### config.mk
export PLATFORM = sky130hd
export DESIGN_NAME = fsm_trace_sequencer
export DESIGN_NICKNAME = d
export VERILOG_FILES = /design/src/rtl/fsm_trace_sequencer.sv
export SDC_FILE = /design/constraint.sdc
export NUM_CORES = 1
export LEC_CHECK = 0
export CAP_MARGIN = 20
export CORE_MARGIN = 4
export CORE_UTILIZATION = 47
export CTS_CLUSTER_SIZE = 30
export DETAILED_ROUTE_END_ITERATION = 8
export GPL_ROUTABILITY_DRIVEN = 0
export PLACE_DENSITY = 0.84
export SLEW_MARGIN = 20
export SYNTH_ARGS = -nofsm -noshare
export SYNTH_HDL_FRONTEND = slang
export SYNTH_SLANG_ARGS = --single-unit
export TNS_END_PERCENT = 20
### constraint.sdc
create_clock -name i_clk -period 1.6 [get_ports i_clk]
set_input_delay 0.16 -clock i_clk [delete_from_list [all_inputs] [get_ports i_clk]]
set_output_delay 0.16 -clock i_clk [all_outputs]
set_load 0.01 [all_outputs]
### src/rtl/fsm_trace_sequencer.sv
// fsm_trace_sequencer
//   Schedules serial input traces onto a bank of three candidate FSM
//   implementations (A, B, C) that share one input bit and one reset.
//   A trace is accepted through a valid/ready handshake. The sequencer then
//   resets the bank for one cycle and shifts the trace in LSB first, one bit
//   per cycle. It captures the three FSM outputs every cycle and reports the
//   captured vectors, a mismatch flag and a saturating mismatch count.
//
//   Optional build macro: FSM_SEQ_DIVERGE_IDX_EN adds o_div_idx/o_div_found,
//   which report the first apply cycle in which the bank outputs disagreed.
//
// Ports
//   i_clk            system clock, all logic on posedge
//   i_rst            synchronous active-high reset
//   i_trace          trace to apply, bit 0 first
//   i_trace_valid    trace is valid (held by the source until accepted)
//   o_trace_ready    sequencer can accept a trace (IDLE only)
//   o_fsm_rst        reset to the FSM bank
//   o_fsm_in         serial input to the FSM bank
//   i_out_a/b/c      FSM bank outputs, sampled during APPLY only
//   o_res_valid      one-cycle result strobe
//   o_res_a/b/c      captured outputs, bit j sampled in apply cycle j
//   o_res_mismatch   captured vectors are not all equal
//   o_mismatch_cnt   saturating count of mismatching traces since reset
//   o_busy           state is not IDLE
//   o_div_idx        (macro) lowest disagreeing apply cycle, TRACE_W if none
//   o_div_found      (macro) a disagreeing apply cycle exists
//
// State table
//   state    | meaning
//   S_IDLE   | waiting for a trace; ready except in the cycle after reset
//   S_RST    | one-cycle reset pulse to the FSM bank, capture cleared
//   S_APPLY  | TRACE_W cycles driving trace bits, capturing bank outputs
//   S_REPORT | one-cycle result strobe, mismatch counter update

module fsm_trace_sequencer #(
  parameter int TRACE_W = 7,
  parameter int CNT_W   = 16
) (
  input  logic                         i_clk,
  input  logic                         i_rst,
  input  logic [TRACE_W-1:0]           i_trace,
  input  logic                         i_trace_valid,
  output logic                         o_trace_ready,
  output logic                         o_fsm_rst,
  output logic                         o_fsm_in,
  input  logic                         i_out_a,
  input  logic                         i_out_b,
  input  logic                         i_out_c,
  output logic                         o_res_valid,
  output logic [TRACE_W-1:0]           o_res_a,
  output logic [TRACE_W-1:0]           o_res_b,
  output logic [TRACE_W-1:0]           o_res_c,
  output logic                         o_res_mismatch,
  output logic [CNT_W-1:0]             o_mismatch_cnt,
  output logic                         o_busy
`ifdef FSM_SEQ_DIVERGE_IDX_EN
  ,
  output logic [$clog2(TRACE_W+1)-1:0] o_div_idx,
  output logic                         o_div_found
`endif
);

  localparam int IDX_W = $clog2(TRACE_W + 1);

  typedef enum logic [1:0] {
    S_IDLE   = 2'd0,
    S_RST    = 2'd1,
    S_APPLY  = 2'd2,
    S_REPORT = 2'd3
  } state_t;

  state_t               r_state;
  state_t               w_state_next;
  logic                 r_rst_q;
  logic                 w_accept;
  logic                 w_last;
  logic [TRACE_W-1:0]   r_shift;
  logic [IDX_W-1:0]     r_idx;
  logic [TRACE_W-1:0]   r_cap_a, r_cap_b, r_cap_c;
  logic [TRACE_W-1:0]   w_cap_a, w_cap_b, w_cap_c;
  logic [TRACE_W-1:0]   r_res_a, r_res_b, r_res_c;
  logic                 r_res_mismatch;
  logic [CNT_W-1:0]     r_cnt;

  assign w_last  = (r_idx == IDX_W'(TRACE_W - 1));
  // Capture registers are cleared in S_RST, so OR-ing in the current bit is
  // equivalent to writing bit r_idx.
  assign w_cap_a = r_cap_a | (TRACE_W'(i_out_a) << r_idx);
  assign w_cap_b = r_cap_b | (TRACE_W'(i_out_b) << r_idx);
  assign w_cap_c = r_cap_c | (TRACE_W'(i_out_c) << r_idx);

  assign o_res_a        = r_res_a;
  assign o_res_b        = r_res_b;
  assign o_res_c        = r_res_c;
  assign o_res_mismatch = r_res_mismatch;
  assign o_mismatch_cnt = r_cnt;

  always_ff @(posedge i_clk) begin
    if (i_rst) begin
      r_state <= S_IDLE;
    end else begin
      r_state <= w_state_next;
    end
  end

  // Keeps the bank in reset (and the handshake closed) for the first cycle
  // after reset is released.
  always_ff @(posedge i_clk) begin
    r_rst_q <= i_rst;
  end

  always_comb begin
    w_state_next  = r_state;
    w_accept      = 1'b0;
    o_trace_ready = 1'b0;
    o_fsm_rst     = i_rst | r_rst_q;
    o_fsm_in      = 1'b0;
    o_res_valid   = 1'b0;
    o_busy        = 1'b0;
    if (!i_rst) begin
      case (r_state)
        S_IDLE: begin
          o_trace_ready = ~r_rst_q;
          if (i_trace_valid && !r_rst_q) begin
            w_accept     = 1'b1;
            w_state_next = S_RST;
          end
        end
        S_RST: begin
          o_busy       = 1'b1;
          o_fsm_rst    = 1'b1;
          w_state_next = S_APPLY;
        end
        S_APPLY: begin
          o_busy   = 1'b1;
          o_fsm_in = r_shift[0];
          if (w_last) begin
            w_state_next = S_REPORT;
          end
        end
        S_REPORT: begin
          o_busy       = 1'b1;
          o_res_valid  = 1'b1;
          w_state_next = S_IDLE;
        end
        default: w_state_next = S_IDLE;
      endcase
    end
  end

  always_ff @(posedge i_clk) begin
    if (i_rst) begin
      r_shift        <= '0;
      r_idx          <= '0;
      r_cap_a        <= '0;
      r_cap_b        <= '0;
      r_cap_c        <= '0;
      r_res_a        <= '0;
      r_res_b        <= '0;
      r_res_c        <= '0;
      r_res_mismatch <= 1'b0;
      r_cnt          <= '0;
    end else begin
      if (w_accept) begin
        r_shift <= i_trace;
      end
      if (r_state == S_RST) begin
        r_idx   <= '0;
        r_cap_a <= '0;
        r_cap_b <= '0;
        r_cap_c <= '0;
      end
      if (r_state == S_APPLY) begin
        r_shift <= r_shift >> 1;
        r_idx   <= r_idx + IDX_W'(1);
        r_cap_a <= w_cap_a;
        r_cap_b <= w_cap_b;
        r_cap_c <= w_cap_c;
        // Results load on the last apply edge so they are valid during
        // S_REPORT and stay put while the next trace is captured.
        if (w_last) begin
          r_res_a        <= w_cap_a;
          r_res_b        <= w_cap_b;
          r_res_c        <= w_cap_c;
          r_res_mismatch <= (w_cap_a != w_cap_b) || (w_cap_b != w_cap_c);
        end
      end
      if ((r_state == S_REPORT) && r_res_mismatch && (r_cnt != '1)) begin
        r_cnt <= r_cnt + CNT_W'(1);
      end
    end
  end

`ifdef FSM_SEQ_DIVERGE_IDX_EN
  logic             r_div_found_cap;
  logic [IDX_W-1:0] r_div_idx_cap;
  logic [IDX_W-1:0] r_div_idx;
  logic             r_div_found;
  logic             w_disagree;

  assign w_disagree  = (i_out_a != i_out_b) || (i_out_b != i_out_c);
  assign o_div_idx   = r_div_idx;
  assign o_div_found = r_div_found;

  always_ff @(posedge i_clk) begin
    if (i_rst) begin
      r_div_found_cap <= 1'b0;
      r_div_idx_cap   <= '0;
      r_div_idx       <= '0;
      r_div_found     <= 1'b0;
    end else begin
      if (r_state == S_RST) begin
        r_div_found_cap <= 1'b0;
        r_div_idx_cap   <= '0;
      end
      if (r_state == S_APPLY) begin
        if (w_disagree && !r_div_found_cap) begin
          r_div_found_cap <= 1'b1;
          r_div_idx_cap   <= r_idx;
        end
        if (w_last) begin
          r_div_found <= r_div_found_cap | w_disagree;
          if (r_div_found_cap) begin
            r_div_idx <= r_div_idx_cap;
          end else if (w_disagree) begin
            r_div_idx <= r_idx;
          end else begin
            r_div_idx <= IDX_W'(TRACE_W);
          end
        end
      end
    end
  end
`endif

endmodule
==> results.yml, run 1 <==
logic_synthesis:
  synth_fa_ha_area_frac: 0.03160
  synthesized_cell_area_mm2: 0.003168
  netlist_instances: 365
  dominant_combinational_cell_family_by_area_after_synthesis: "simple AND/OR/NAND/NOR gates"
  ys_types: 50
  syn_nets: 386
  synth_edf_count: 0
  synth_xor_xnor_area_share: 0.04700
  yosysWarnings: 0
  synthMostInstantiatedCell: "nor2_1"
  yosysSeqAreaShare: 0.4550
  postSynth.topFlopCell: "dfxtp_1"
  post_synth.cell_area_avg_um2: 8.680
  synth_async_sr_flop_share: 0
  yosysTopAreaCell: "dfxtp_1"
  netlist.area_leader.share: 0.4550
  share_of_the_synthesized_area_in_compound_gates_ao_oa_aoi_oai: 0.1430
  post_synth_most_frequent_cells: "nor2_1, dfxtp_1, nor3_1"
  netlist_top_cells_area: "dfxtp_1, nor2_1, a211oi_1, xor2_1, nor3_1"
  synth.area.mux_share: 0.02765
  ys_ff_latch: 72
  yosys.area_share.simple: 0.2611
power_and_ir_drop:
  part_of_the_total_power_dissipated_in_the_clock_network: 0.257
  p_leak_uw: 0.001734
  swShare: 0.3324
  power.density_mw_per_mm2: 1155
  seq_power_share: 0.378
  power.share.combinational: 0.366
  internal_power_component_uw: 3586
  power_switching_uw: 1785
  peakVddDrop_v: 0.0006916
floorplan:
  die_w_um: 90.10
  core.rowCount: 29
  die_ht_um: 90.10
  initial_utilization: 0.4905
  num_io_pins: 56
  die-area_mm2: 0.008118
  core_area_mm2: 0.006459
detailed_routing:
  met2RoutedLength_um: 4286
  route.detailed.vias_per_inst: 5.673
  route.final.wire_length_um: 8691
  final_antenna_net_count: 0
  route.detailed.drc: 0
  drt_first_pass_iters: 5
  routedWlPerCell_um: 15.55
  met3WireLength_um: 568
  total_routed_wire_length_on_the_met1_layer_um: 3562
  drt_first_iter_violations: 142
  highest_layer: "met4"
  dr_total_vias: 3171
global_routing:
  number_of_antenna_violations_at_the_first_check_in_global_routing: 0
  grt_pass1_vias: 2981
  grt_max_degree: 32
  grt_usage: 0.2018
  overflow: 0
  wire_length_of_the_first_global_routing_pass_um: 13680
timing:
  post-route-worst-setup-slack_ns: -0.07942
  totalNegativeSetupSlack_ns: -0.1541
  unrepaired_setup_endpoints_after_global_routing: "yes"
  post-route-min-period_ns: 1.679
  worst_clock_skew_ns: 0.006850
  hold_violations: 0
  setup-violations-final: 6
  drv_slew: 0
  timing.final.crit_share: 1.050
  achievable-frequency_mhz: 595.4
  tightestPinTransition_ns: 0.3270
  max_slew_margin: 0.7800
worst_setup_path:
  worst_reg_to_reg_path_cell_count: 6
  worst_setup_path_start_kind: "flip-flop"
  critPathRequiredTime_ns: 1.82
  reg2reg_from: "o_mismatch_cnt[7]"
  critPathMaxFanout: 6
  timing.critical_path.to_type: "flip-flop"
  crit_path_start: "o_mismatch_cnt[7]"
  worst-r2r-setup-slack_ns: -0.08
  cp.arrival_ns: 1.90
  criticalPathCategory: "flip-flop to flip-flop"
placed_design:
  place_ws_ns: -0.3957
  dp_hpwl_um: 5909
  port_buffers: 55
cells_and_area:
  number_of_antenna_diodes: 0
  area_added_between_synthesis_and_finish_pct: 46.84
  final_nets: 499
  post_route_cells_drive_above_1_share: 0.2925
worst_hold_path:
  hold_path_class: "primary input to flip-flop"
  min_delay_src: "i_rst"
  hold_path_depth: 2
clock_tree:
  clk_path_buf_depth: 2
  clk_root_buffer_cell: "clkbuf_8"
  cts_buffers: 9
  holdBufCountCts: 0
  cts_tree: "yes"
  clock_sink_count: 72
  cts.htree.levels: 3
  clock_insertion_delay_worst_skew_ns: 0.34
  clock_transition_at_the_registers_of_the_reported_paths_ns: 0.07
status:
  failing_checks: "setup timing"
  outcome: "complete, but fails checks"
run:
  maxcap_viol_count: 0
==> flip-flops by register name, summed over array words and instances, names as in the netlist <==
name	count
o_res_a	7
o_res_b	7
o_res_c	7
r_state	2
o_res_mismatch	1
r_cap_a	7
r_rst_q	1
r_cap_b	7
r_shift	7
r_cap_c	7
r_idx	3
o_mismatch_cnt	16
==> what timing repair did <==
item	4_1_cts	5_1_grt
setup buffers	1	8
pin swaps	7	7
hold endpoints to repair	0	0
endpoints found under the setup margin	31	45
gates cloned	0	1
resized for setup	29	37
==> power groups by stage <==
stage                     logic, µW  clock network [µW]  registers, µW
after detailed placement       1850                   0           2040
after global routing           2150                1490           2040
after floorplan                1180                   0           1990
after global placement         1800                   0           2030
final                          1960                1380           2030
after CTS                      1930                1400           2020
==> through the flow <==
| step | utilization | power [µW] | std cells | area, µm² | hold slack, ns |
|---|---|---|---|---|---|
| 3_3_place_gp | 0.6548 | 3826 | 534 | 4229 | 0.4369 |
| 6_report | 0.7203 | 5372 | 559 | 4652 | 0.2928 |
| 4_1_cts | 0.6945 | 5346 | 550 | 4486 | 0.2558 |
| 5_1_grt | 0.7203 | 5686 | 559 | 4652 | 0.2921 |
| 3_5_place_dp | 0.6548 | 3887 | 534 | 4229 | 0.4505 |
| 2_1_floorplan | - | 3166 | 365 | 3216 | 0.1877 |
==> layout make-up <==
| class | count | area (µm²) |
|---|---|---|
| Tap cell | 77 | 96.34 |
| Multi-Input combinational cell | 268 | 1800 |
| Sequential cell | 72 | 1466 |
| Clock buffer | 11 | 141.4 |
| Clock inverter | 4 | 45.04 |
| Timing Repair Buffer | 123 | 1081 |
| Inverter | 4 | 21.27 |
| Fill cell | 469 | 1807 |
==> kinds of logic (layout without fill, tap and decap cells) <==
logic type / count (synthesis) / in the layout
XOR/XNOR: 17 / 17
AND/OR/NAND/NOR: 168 / 168
multiplexers: 8 / 8
AO/OA/AOI/OAI: 67 / 67
adder cells (fa/ha/maj): 8 / 8
flip-flops: 72 / 72
buffers and inverters: 25 / 142
==> worst max-delay path: stages, from the launching register on <==
cell and delay, ns:
dfxtp_1 0.38, and4_4 0.27, nand4_1 0.29, buf_4 0.26
nand4_1 0.12, xor2_1 0.17, nor2_1 0.06
==> path summary, 6_finish.rpt <==
| check | endpoint |
|---|---|
| max reg2reg | o_mismatch_cnt[10] |
| min reg2reg | r_shift[0] |
| min | r_rst_q |
| max | o_mismatch_cnt[10] |
==> metal layers <==
layer	global-route usage	up-vias
li1	-	1517
met1	0.2387	1488
met2	0.3479	137
met3	0.05676	29
met4	0.07398	0
met5	0	-
==> cell usage in the layout, fill, tap and decap left out, types with 2 or more instances in the layout <==
cell type         n
dlygate4sd2_1     3
dfxtp_2           5
and4_1            2
and2_4            2
mux2i_1           2
nand4_1           7
o22ai_1           2
or3_1             6
buf_2             3
and4_4            2
xnor2_1           2
dfxtp_4           5
nand3_1          10
a211oi_1         16
nor2b_2           4
a2bb2oi_1         2
ha_1              4
clkdlybuf4s50_1  49
a2111oi_2         3
buf_4            63
dfxtp_1          62
mux2_4            6
xor2_1           15
nor4b_4           2
o21ai_2           3
a31oi_1           7
a21oi_1          17
and2_1            2
clkinv_2          3
nor2_1           72
nor3_1           23
a211oi_2          7
nand2_1          22
o211ai_1          2
a22oi_1           3
buf_12            3
clkbuf_8         10
ha_2              3
Power figures use the tool's default switching activity.
==> run 2, diff against run 1 <==
- CORE_MARGIN: 4 -> not set
- SETUP_SLACK_MARGIN: not set -> 0.1
==> results.yml, run 2 (synthesized netlist as in run 1, its figures left out) <==
status:
  outcome: "complete, but fails checks"
  failing_checks: "DRC, setup timing"
power_and_ir_drop:
  internal_power_component_uw: 3766
  power.density_mw_per_mm2: 1184
  peakVddDrop_v: 0.0008205
  power_switching_uw: 2039
  seq_power_share: 0.350
  swShare: 0.3513
  power.share.combinational: 0.400
  p_leak_uw: 0.001926
  part_of_the_total_power_dissipated_in_the_clock_network: 0.250
timing:
  drv_slew: 0
  totalNegativeSetupSlack_ns: -0.1454
  unrepaired_setup_endpoints_after_global_routing: "yes"
  worst_clock_skew_ns: 0.006694
  fin_hold_ws_ns: 0.2555
  post-route-worst-setup-slack_ns: -0.1188
  timing.final.crit_share: 1.074
  tightestPinTransition_ns: 0.4044
  hold_violations: 0
  post-route-min-period_ns: 1.719
  setup-violations-final: 5
  max_slew_margin: 0.7297
  achievable-frequency_mhz: 581.8
cells_and_area:
  fillerInstances: 415
  final_nets: 505
  area_added_between_synthesis_and_finish_pct: 54.78
  ff_latch_area_mm2: 0.001474
  number_of_antenna_diodes: 0
  multi_input_area_mm2: 0.001948
  commonest_cells_after_routing_fill_and_taps_aside: "nor2_1, buf_4, dfxtp_1, clkdlybuf4s50_1, nor3_1"
  layout.cells.most_common: "nor2_1"
  post_route_cells_drive_above_1_share: 0.3579
  largest_register_ffs: 16
detailed_routing:
  final_antenna_net_count: 0
  route.detailed.vias_per_inst: 5.933
  route.detailed.drc: 13
  routedWlPerCell_um: 17.56
  dr_total_vias: 3358
  route.final.wire_length_um: 9937
  drt_first_iter_violations: 213
  drt_first_pass_iters: 7
worst_setup_path:
  critical_path.cell_chain: "buf_6, and2_4, a21oi_1, or3_1, a22oi_2, a31oi_1"
  critPathRequiredTime_ns: 1.82
  worst_reg_to_reg_path_cell_count: 6
  criticalPathCategory: "flip-flop to flip-flop"
  critPathMaxFanout: 7
  worst_setup_path_start_kind: "flip-flop"
  worst-r2r-setup-slack_ns: -0.12
  critPathTopFamily: "simple AND/OR/NAND/NOR gates"
  timing.critical_path.buf_inv: 1
  cp_num_cells: 6
  critPathSlowestCell: "dfxtp_4"
  cp.arrival_ns: 1.94
  max_stage_delay_ns: 0.46
  timing.critical_path.to_type: "flip-flop"
placed_design:
  port_buffers: 55
  dp_hpwl_um: 5683
global_routing:
  grt_max_degree: 32
  grt_pass1_vias: 3055
  overflow: 0
  grt_usage: 0.2477
  number_of_antenna_violations_at_the_first_check_in_global_routing: 0
  wire_length_of_the_first_global_routing_pass_um: 14030
clock_tree:
  cts_buffers: 9
  clk_path_buf_depth: 2
  clock_sink_count: 72
  cts_tree: "yes"
  clock_insertion_delay_worst_skew_ns: 0.35
  clock_transition_at_the_registers_of_the_reported_paths_ns: 0.08
  cts.htree.levels: 3
  clk_root_buffer_cell: "clkbuf_8"
  holdBufCountCts: 0
floorplan:
  die-area_mm2: 0.007073
  die_w_um: 84.10
  core_area_mm2: 0.006422
  initial_utilization: 0.4933
  core.rowCount: 29
  die_ht_um: 84.10
  num_io_pins: 56
worst_hold_path:
  hold_path_class: "primary input to flip-flop"
  hold_path_depth: 2
run:
  maxcap_viol_count: 0
-- run 2: cell count changes in the layout (fill, tap and decap cells not counted), sizes merged --
cell           change
buf                +9
clkinvlp           -1
clkdlybuf4s50     -11
clkbuf             +1
dlymetal6s2s       +5
dlygate4sd2        +3
clkdlybuf4s15      +1
-- run 2: final timing paths --
| kind | startpoint | endpoint |
|---|---|---|
| max | r_idx[2] | o_res_mismatch |
| min | i_rst | r_rst_q |
| max reg2reg | r_idx[2] | o_res_mismatch |
| min reg2reg | r_shift[4] | r_shift[3] |
-- run 2: worst register-to-register path, cell delays in order, from the launching register on --
cell	delay, ns
dfxtp_4	0.46
buf_6	0.16
and2_4	0.18
a21oi_1	0.09
or3_1	0.40
a22oi_2	0.20
a31oi_1	0.12
-- run 2: area by class of cell --
| class | count | share of cell area |
|---|---|---|
| multi-input cells | 268 | 0.3973 |
| flip-flops and latches | 72 | 0.3006 |
| repair buffers | 129 | 0.2376 |
| clock buffers | 13 | 0.03241 |
| well taps | 77 | 0.01965 |
| clock inverters | 3 | 0.008165 |
| inverters | 4 | 0.004338 |
-- run 2: through the flow --
step / cell area (µm²) / util / setup slack, ns / instances / power (µW)
6_report: 4903 / 0.7635 / -0.1188 / 566 / 5805
4_1_cts: 4592 / 0.7150 / -0.01580 / 554 / 5390
5_1_grt: 4903 / 0.7635 / -0.1392 / 566 / 6054
3_5_place_dp: 4222 / 0.6573 / -0.4287 / 532 / 3868
3_3_place_gp: 4222 / 0.6573 / -0.4022 / 532 / 3795
2_1_floorplan: 3246 / - / 0.01160 / 365 / 3211
-- run 2: power by group through the flow --
stage,registers (µW),clock network (µW),logic [µW]
detailed placement,2030,0,1830
finish,2030,1450,2320
global placement,2030,0,1770
floorplan,1990,0,1220
CTS,2000,1460,1930
global route,2040,1530,2490
-- run 2: what timing repair did --
action / 4_1_cts / 5_1_grt
pin swaps: 16 / 28
resized for setup: 65 / 64
buffers inserted: 4 / 12
setup endpoints to repair: 57 / 77
gates cloned: 2 / 0
-- run 2: layer usage --
layer  GRT usage  vias to the layer above  wire length, µm
li1            -                     1539                -
met2      0.4382                      196             5048
met5           0                        -                0
met4     0.09561                        0              334
met3     0.06429                       41              755
met1      0.2862                     1582             3798
==> run 3, diff against run 2 <==
- ABC_CLOCK_PERIOD_IN_PS: not set -> 1600
- CELL_PAD_IN_SITES_DETAIL_PLACEMENT: not set -> 0
- CELL_PAD_IN_SITES_GLOBAL_PLACEMENT: not set -> 1
- CORE_UTILIZATION: 47 -> 35
==> results.yml, run 3 (synthesized netlist as in run 1, its figures left out) <==
floorplan:
  core_area_mm2: 0.008763
  die-area_mm2: 0.009436
  core.rowCount: 34
  initial_utilization: 0.3615
  num_io_pins: 56
  die_ht_um: 97.14
  die_w_um: 97.14
timing:
  timing.final.crit_share: 1.049
  setup-violations-final: 1
  tightestPinTransition_ns: 0.3817
  hold_violations: 0
  worst_clock_skew_ns: 0.007867
  drv_slew: 0
  post-route-worst-setup-slack_ns: -0.07795
  unrepaired_setup_endpoints_after_global_routing: "yes"
  totalNegativeSetupSlack_ns: -0.07795
  achievable-frequency_mhz: 596.0
  max_slew_margin: 0.7456
  post-route-min-period_ns: 1.678
worst_setup_path:
  critical_path.cell_chain: "buf_8, and2b_4, a21oi_2, or3_1, a22oi_1, a31oi_1"
  critPathRequiredTime_ns: 1.82
  worst_setup_path_start_kind: "flip-flop"
  critPathSlowestCell: "dfxtp_4"
  max_stage_delay_ns: 0.37
  criticalPathCategory: "flip-flop to flip-flop"
  cp.arrival_ns: 1.90
  critPathMaxFanout: 10
  timing.critical_path.to_type: "flip-flop"
power_and_ir_drop:
  p_leak_uw: 0.001799
  peakVddDrop_v: 0.0005759
  report.power.total_uw: 5506
  power.density_mw_per_mm2: 1153
detailed_routing:
  drt_first_iter_violations: 83
  dr_total_vias: 3020
  final_antenna_net_count: 0
  route.final.wire_length_um: 8193
  drt_first_pass_iters: 4
  routedWlPerCell_um: 13.98
  route.detailed.drc: 0
  route.detailed.vias_per_inst: 5.154
cells_and_area:
  area_added_between_synthesis_and_finish_pct: 50.67
  largest_register_ffs: 16
  commonest_cells_after_routing_fill_and_taps_aside: "nor2_1, dfxtp_1, buf_4, clkdlybuf4s50_1"
  final_nets: 494
  fillerInstances: 790
  layout.cells.most_common: "nor2_1"
  post_route_cells_drive_above_1_share: 0.3243
  number_of_antenna_diodes: 0
global_routing:
  top_usage_layer_grt: "met2"
  groute.layer.met3.usage: 0.04676
  grt_pass1_vias: 2915
  grt_max_degree: 34
  wire_length_of_the_first_global_routing_pass_um: 13300
  overflow: 0
  grt_usage: 0.1740
  grt_use_met1: 0.2142
  number_of_antenna_violations_at_the_first_check_in_global_routing: 0
  grt.met2_usage: 0.2844
clock_tree:
  clk_path_buf_depth: 2
  clock_sink_count: 72
  clock_transition_at_the_registers_of_the_reported_paths_ns: 0.08
  cts_tree: "yes"
  clock_insertion_delay_worst_skew_ns: 0.34
  cts_buffers: 9
  holdBufCountCts: 0
  cts.htree.levels: 3
  clk_root_buffer_cell: "clkbuf_8"
placed_design:
  place_ws_ns: -0.4112
  port_buffers: 55
  dp_hpwl_um: 5760
worst_hold_path:
  hold_path_class: "primary input to flip-flop"
run:
  maxcap_viol_count: 0
status:
  outcome: "complete, but fails checks"
  failing_checks: "setup timing"
## run 3: area by class of cell
| cell class | instances | area [µm²] | area share |
|---|---|---|---|
| Clock buffer | 11 | 141.4 | 0.02962 |
| Sequential cell | 72 | 1469 | 0.3077 |
| Clock inverter | 5 | 56.30 | 0.01180 |
| Multi-Input combinational cell | 268 | 1914 | 0.4010 |
| Inverter | 4 | 20.02 | 0.004194 |
| Timing Repair Buffer | 118 | 1037 | 0.2173 |
| Tap cell | 108 | 135.1 | 0.02831 |
## run 3: critical path, delay by kind of cell (launching register included)
family                 cells  cell delay, ns
AO/OA/AOI/OAI              3            0.37
buffers and inverters      1            0.15
flip-flops                 1            0.37
AND/OR/NAND/NOR            2            0.68
## run 3: layer usage
| layer | share of wire | vias to the layer above | wire length (µm) |
|---|---|---|---|
| met4 | 0.020 | 0 | 166 |
| met1 | 0.46 | 1412 | 3730 |
| met5 | 0 | - | 0 |
| met3 | 0.052 | 18 | 425 |
| li1 | - | 1510 | - |
| met2 | 0.47 | 80 | 3870 |
## run 3: per-stage QoR
| stage | area [µm²] | util | cells | hold WS (ns) |
|---|---|---|---|---|
| 3_5_place_dp | 4260 | 0.4862 | 563 | 0.4491 |
| 3_3_place_gp | 4260 | 0.4862 | 563 | 0.4472 |
| 2_1_floorplan | 3246 | - | 365 | 0.1877 |
| 5_1_grt | 4773 | 0.5447 | 586 | 0.2448 |
| 4_1_cts | 4613 | 0.5264 | 582 | 0.2384 |
| 6_report | 4773 | 0.5447 | 586 | 0.2493 |
## run 3: path summary, 6_finish.rpt
check                   from                 to  slack (ns)  depth (start not counted)
hold reg to reg   r_shift[5]         r_shift[4]        0.46                          2
setup / recovery    r_idx[1]     o_res_mismatch       -0.08                          6
setup reg to reg    r_idx[1]     o_res_mismatch       -0.08                          6
hold / removal         i_rst  o_mismatch_cnt[3]        0.25                          3
## run 3: timing repair
item                                    CTS  global route
gates cloned                              0             0
endpoints found under the setup margin   72            74
resized for setup                        70            39
buffers inserted                          3             4
pin swaps                                14            28
## run 3: power by group
group	leakage [µW]	internal (µW)	switching [µW]
logic	0.00111	957	1090
clock network	0.0000993	760	666
registers	0.000588	1910	119
total	0.00180	3630	1880
